**src/rtl/multiplier_inverse_divider_if.sv**
```systemverilog
// Request/response bundle for the restoring divider: dividend/divisor in,
// quotient/remainder out, each side with its own valid/ready pair.
interface multiplier_inverse_divider_if #(
  parameter int WIDTH = 2
);
  // Handshake: a transfer happens on a rising clk edge where valid and ready
  // are both 1; the source holds data stable until then, and ready never
  // depends combinationally on valid.
  logic                 in_valid;
  logic                 in_ready;
  logic [2*WIDTH-1:0]   dividend;
  logic [WIDTH-1:0]     divisor;
  logic                 out_valid;
  logic                 out_ready;
  logic [2*WIDTH-1:0]   quotient;
  logic [WIDTH-1:0]     remainder;
  logic                 div_by_zero;

  modport master (
    output in_valid, dividend, divisor, out_ready,
    input  in_ready, out_valid, quotient, remainder, div_by_zero
  );

  modport slave (
    input  in_valid, dividend, divisor, out_ready,
    output in_ready, out_valid, quotient, remainder, div_by_zero
  );
endinterface

```
**src/rtl/multiplier_inverse_divider.sv**
```systemverilog
// Iterative restoring divider: a 2*WIDTH-bit dividend (e.g. a multiplier
// product) divided by a WIDTH-bit divisor, one quotient bit per CALC cycle.
module multiplier_inverse_divider #(
  parameter int WIDTH = 2
) (
  input  logic                         clk,
  input  logic                         rst_n,
  multiplier_inverse_divider_if.slave  bus,
  output logic [1:0]                   o_dbg_state
);

  localparam int DW    = 2 * WIDTH;
  localparam int CNT_W = $clog2(DW + 1);
  localparam logic [CNT_W-1:0] CNT_INIT = CNT_W'(DW);
  localparam logic [CNT_W-1:0] CNT_LAST = CNT_W'(1);

  typedef enum logic [1:0] {
    IDLE = 2'd0,
    CALC = 2'd1,
    DONE = 2'd2
  } state_t;

  state_t           r_state;
  state_t           w_next_state;
  logic [WIDTH-1:0] r_rem;
  logic [WIDTH-1:0] r_divisor;
  logic [DW-1:0]    r_quo;
  logic [CNT_W-1:0] r_cnt;
  logic             r_dbz;

  logic             w_accept;
  logic             w_div_zero;
  logic [WIDTH:0]   w_shift;
  logic             w_ge;
  logic [WIDTH-1:0] w_sub;

  assign w_accept   = bus.in_valid && (r_state == IDLE);
  assign w_div_zero = (bus.divisor == '0);

  // The held partial remainder is always below the divisor, so it fits in
  // WIDTH bits; only the freshly shifted value needs the extra top bit.
  assign w_shift = {r_rem, r_quo[DW-1]};
  assign w_ge    = (w_shift >= {1'b0, r_divisor});
  assign w_sub   = w_shift[WIDTH-1:0] - r_divisor;

  always_comb begin
    w_next_state = r_state;
    case (r_state)
      IDLE:    if (w_accept) w_next_state = w_div_zero ? DONE : CALC;
      CALC:    if (r_cnt == CNT_LAST) w_next_state = DONE;
      DONE:    if (bus.out_ready) w_next_state = IDLE;
      default: w_next_state = IDLE;
    endcase
  end

  always_ff @(posedge clk or negedge rst_n) begin
    if (!rst_n) begin
      r_state <= IDLE;
    end else begin
      r_state <= w_next_state;
    end
  end

  always_ff @(posedge clk or negedge rst_n) begin
    if (!rst_n) begin
      r_rem     <= '0;
      r_divisor <= '0;
      r_quo     <= '0;
      r_cnt     <= '0;
      r_dbz     <= 1'b0;
    end else begin
      case (r_state)
        IDLE: begin
          if (w_accept) begin
            r_divisor <= bus.divisor;
            r_rem     <= '0;
            if (w_div_zero) begin
              r_quo <= '1;
              r_cnt <= '0;
              r_dbz <= 1'b1;
            end else begin
              r_quo <= bus.dividend;
              r_cnt <= CNT_INIT;
              r_dbz <= 1'b0;
            end
          end
        end
        CALC: begin
          r_quo <= {r_quo[DW-2:0], w_ge};
          r_rem <= w_ge ? w_sub : w_shift[WIDTH-1:0];
          r_cnt <= r_cnt - 1'b1;
        end
        default: begin
        end
      endcase
    end
  end

  assign bus.in_ready    = (r_state == IDLE);
  assign bus.out_valid   = (r_state == DONE);
  assign bus.quotient    = r_quo;
  assign bus.remainder   = r_rem;
  assign bus.div_by_zero = r_dbz;
  assign o_dbg_state     = r_state;

endmodule

```
**src/flat_wrapper.sv**
```systemverilog
// flat-port wrapper written by rule: the top's interface ports become plain ports
module multiplier_inverse_divider_flat 
#(
  parameter int WIDTH = 2
)
  (clk, rst_n, o_dbg_state, bus_in_valid, bus_dividend, bus_divisor, bus_out_ready, bus_in_ready, bus_out_valid, bus_quotient, bus_remainder, bus_div_by_zero);
  multiplier_inverse_divider_if #(.WIDTH(WIDTH)) bus_i ();
  input  logic clk;
  input  logic rst_n;
  output logic [1:0] o_dbg_state;
  input wire logic [$bits(bus_i.in_valid)-1:0] bus_in_valid;
  input wire logic [$bits(bus_i.dividend)-1:0] bus_dividend;
  input wire logic [$bits(bus_i.divisor)-1:0] bus_divisor;
  input wire logic [$bits(bus_i.out_ready)-1:0] bus_out_ready;
  output wire logic [$bits(bus_i.in_ready)-1:0] bus_in_ready;
  output wire logic [$bits(bus_i.out_valid)-1:0] bus_out_valid;
  output wire logic [$bits(bus_i.quotient)-1:0] bus_quotient;
  output wire logic [$bits(bus_i.remainder)-1:0] bus_remainder;
  output wire logic [$bits(bus_i.div_by_zero)-1:0] bus_div_by_zero;
  assign bus_i.in_valid = bus_in_valid;
  assign bus_i.dividend = bus_dividend;
  assign bus_i.divisor = bus_divisor;
  assign bus_i.out_ready = bus_out_ready;
  assign bus_in_ready = bus_i.in_ready;
  assign bus_out_valid = bus_i.out_valid;
  assign bus_quotient = bus_i.quotient;
  assign bus_remainder = bus_i.remainder;
  assign bus_div_by_zero = bus_i.div_by_zero;
  multiplier_inverse_divider #(.WIDTH(WIDTH)) u_core (.clk(clk), .rst_n(rst_n), .bus(bus_i), .o_dbg_state(o_dbg_state));
endmodule
```
**config.mk**
```make
export PLATFORM = sky130hd
export DESIGN_NAME = multiplier_inverse_divider_flat
export DESIGN_NICKNAME = d
export VERILOG_FILES = /design/src/rtl/multiplier_inverse_divider_if.sv /design/src/rtl/multiplier_inverse_divider.sv /design/src/flat_wrapper.sv
export SDC_FILE = /design/constraint.sdc
export NUM_CORES = 1
export LEC_CHECK = 0
export CAP_MARGIN = 20
export CORE_UTILIZATION = 40
export CTS_CLUSTER_SIZE = 16
export DETAILED_ROUTE_END_ITERATION = 6
export PLACE_DENSITY = 0.69
export SYNTH_ARGS = -nofsm -noshare
export SYNTH_HDL_FRONTEND = slang
export SYNTH_SLANG_ARGS = --single-unit
```
**constraint.sdc**
```tcl
create_clock -name clk -period 3.55 [get_ports clk]
set_clock_uncertainty 0.2 [all_clocks]
set_input_delay 0.71 -clock clk [delete_from_list [all_inputs] [get_ports clk]]
set_output_delay 0.71 -clock clk [all_outputs]
set_load 0.01 [all_outputs]
```
==> flow_metrics.tcl <==
set metrics [dict create \
    status "complete, no violations" \
    clkSinkCount 14 \
    crit_fanout 8 \
    cap_violations 0 \
    fin_crit_ns 2.42 \
    vias 633 \
    crit_buf_inv 1 \
    reg2reg_depth 3 \
    hold_viol 0 \
    row_count 15 \
    rrSetupSlack_ns 1.81 \
    antenna_found_initial 0 \
    r2r-start "u_core.o_dbg_state[0]" \
    die_h_microns 45.5 \
    max_stage_delay_ns 0.53 \
    cp.required_ns 2.64 \
    num_antenna_cells 0 \
    path_clk_slew_ns 0.08 \
    async_flop_share_pct 100 \
    min_from "u_core.r_cnt[1]" \
    yosys_most_used_dff "dfrtp_1" \
    cts_resized 0 \
    synthesis.area_sq_um 757 \
    grt_max_degree 15 \
    clockBufferDepth 2 \
    fillers 172 \
    grt_pass1_wl_microns 2440 \
    start_util_pct 43.4 \
    fin_nets 113 \
    layout_common_cells "clkdlybuf4s50_1 (20), dfrtp_1 (14), o21ai_0 (9), nand2_1 (9), o22ai_1 (5)" \
    overflow 0 \
    wl_per_cell_microns 12.1 \
    ys_types 26 \
    syn_inst 76 \
    gp_congestion 0.783 \
    irDropWorstVdd_mv 0.466 \
    yosys_warnings 0 \
    port_buffers 20 \
    pre_cts_ws_ns 1.13 \
    tightest_slew_ns 0.814 \
    avgSynthCellArea_sq_um 9.96 \
    core_sq_mm 0.00175 \
    relSlewSlack_pct 45.6 \
    drcViolationCount 0 \
    multiInputGateArea_sq_um 375 \
    grt_pass1_vias 560 \
    via_per_inst 5.15 \
    drt-pass1-iter-count 3 \
    h-tree-depth 1 \
    rsz0062_at_grt "no" \
    cts_tree "done" \
    die_w_microns 45.5 \
    critPathArrivalTime_ns 1.51 \
    cts_setup_buffers 0 \
    whs_path_depth 2 \
    hpwl_microns 1090 \
    drive_above_1_share_pct 11.2 \
    critPathTopFamily "buffers and inverters" \
    fmax_mhz 414 \
    clock-root-buffer "clkbuf_4" \
    numCtsBuffers 3 \
    regArea_sq_um 350 \
    dieArea_sq_mm 0.00207 \
    syn_nets 90 \
    track_usage_pct 16.7 \
    mostFrequentLayoutCell "clkdlybuf4s50_1" \
    area_growth_syn_to_layout_pct 33.2 \
    r2r-end "u_core.bus.quotient[0]" \
    fin_ws_ns 1.13 \
    critical_path.cell_chain "and2b_2 > clkdlybuf4s50_1" \
    wirelength_microns 1490 \
    drt_iter0_markers 4 \
    worst_path_max_delay_cell "clkdlybuf4s50_1" \
    synth-edff-count 0 \
    whs_endpoint "u_core.r_cnt[1]" \
    ios 21 \
    p_leak_uw 0.000421 \
    finalCritPeriodShare_pct 68.1 \
    final_max_slew_viol_count 0 \
    ys_seq_elements 14 \
    path_class "reg2out" \
    holdBufCountCts 0 \
    setup_viol 0 \
    ant_nets 0 \
    critPathLaunchType "flip-flop" \
    p_per_area_mw_per_mm2 973 \
    ys_seq_area_share_pct 46.3 \
    hp-class "reg2reg" \
    worst_setup_path_end_kind "primary output" \
    tns_ns 0 \
    clock_latency_ns 0.28 \
]
## cell families (layout without fill, tap and decap cells)
| logic type | after synthesis | in the layout | synth area share, % |
|---|---|---|---|
| adders and majority gates | 4 | 4 | 6.61 |
| AOI/OAI and AO/OA | 24 | 24 | 20.8 |
| muxes | 2 | 2 | 3.97 |
| buffers and inverters | 6 | 28 | 4.13 |
| and+or+nand+nor | 26 | 26 | 18.2 |
| DFF | 14 | 14 | 46.3 |
## per-layer routing
metal | vias up | track usage, % | routed length (microns) | share of wire [%]
met4 | 0 | 5.45 | 10 | 0.67
met1 | 301 | 21.8 | 713 | 48
met5 | - | 0 | 0 | 0
li1 | 313 | - | - | -
met2 | 17 | 26.6 | 691 | 46
met3 | 2 | 4.76 | 71 | 4.8
## worst reg2reg max path, stage by stage (launching register included)
cell and delay, ns:
dfrtp_1 0.46, o21bai_1 0.69, nor2b_1 0.22, nor3_1 0.06
## flip-flops by register name, indices dropped and copies added, names as in the netlist
name                    count
u_core.o_dbg_state          2
u_core.bus.quotient         4
u_core.bus.remainder        2
u_core.r_cnt                3
u_core.r_divisor            2
u_core.bus.div_by_zero      1
## synthesized netlist by cell type (all sizes together) (2+ instances only)
cell    count  area [sq um]
nor2        3          13.8
o22ai       5          31.3
a21oi       2          10.0
nor2b       4          25.0
nor3        2          10.0
dfrtp      14           350
inv         4          15.0
o21ai      10          53.8
and2b       2          17.5
nand2b      4          25.0
nand2       9          33.8
mux2        2          30.0
buf         2          16.3
ha          4          50.1
## power breakdown
| part | switching, uW | internal [uW] |
|---|---|---|
| registers | 78.6 | 241 |
| logic | 257 | 287 |
| clock network | 54.9 | 62.4 |
## worst max path at each step
stage	from	end	slack, ns	depth (start not counted)
2_1_floorplan	u_core.bus.quotient[3]	u_core.bus.quotient[0]	1.89	5
3_3_place_gp	bus_in_valid	u_core.bus.quotient[0]	1.18	4
3_5_place_dp	bus_in_valid	u_core.bus.quotient[2]	1.13	3
4_1_cts	u_core.o_dbg_state[0]	bus_out_valid	1.12	2
5_1_grt	u_core.o_dbg_state[0]	bus_out_valid	1.07	2
6_report	u_core.o_dbg_state[0]	bus_out_valid	1.13	2
## metrics by stage
| step | total power [uW] | hold slack (ns) | area [sq um] | utilization, % | std cells |
|---|---|---|---|---|---|
| 6_report | 982 | 0.304 | 1010 | 57.8 | 123 |
| 5_1_grt | 1070 | 0.334 | 1010 | 57.8 | 123 |
| 4_1_cts | 990 | 0.322 | 1010 | 57.8 | 123 |
| 3_5_place_dp | 872 | 0.298 | 972 | 55.7 | 119 |
| 3_3_place_gp | 858 | 0.270 | 972 | 55.7 | 119 |
| 2_1_floorplan | 674 | 0.214 | 757 | - | 76 |
## cell type report
cell class,instances,area share (%)
repair buffers,20,19.9
inverters,4,1.49
well taps,25,3.10
multi-input cells,56,37.2
clock buffers,4,3.60
flip-flops and latches,14,34.7
No activity file was read; power rests on OpenSTA's default activity.
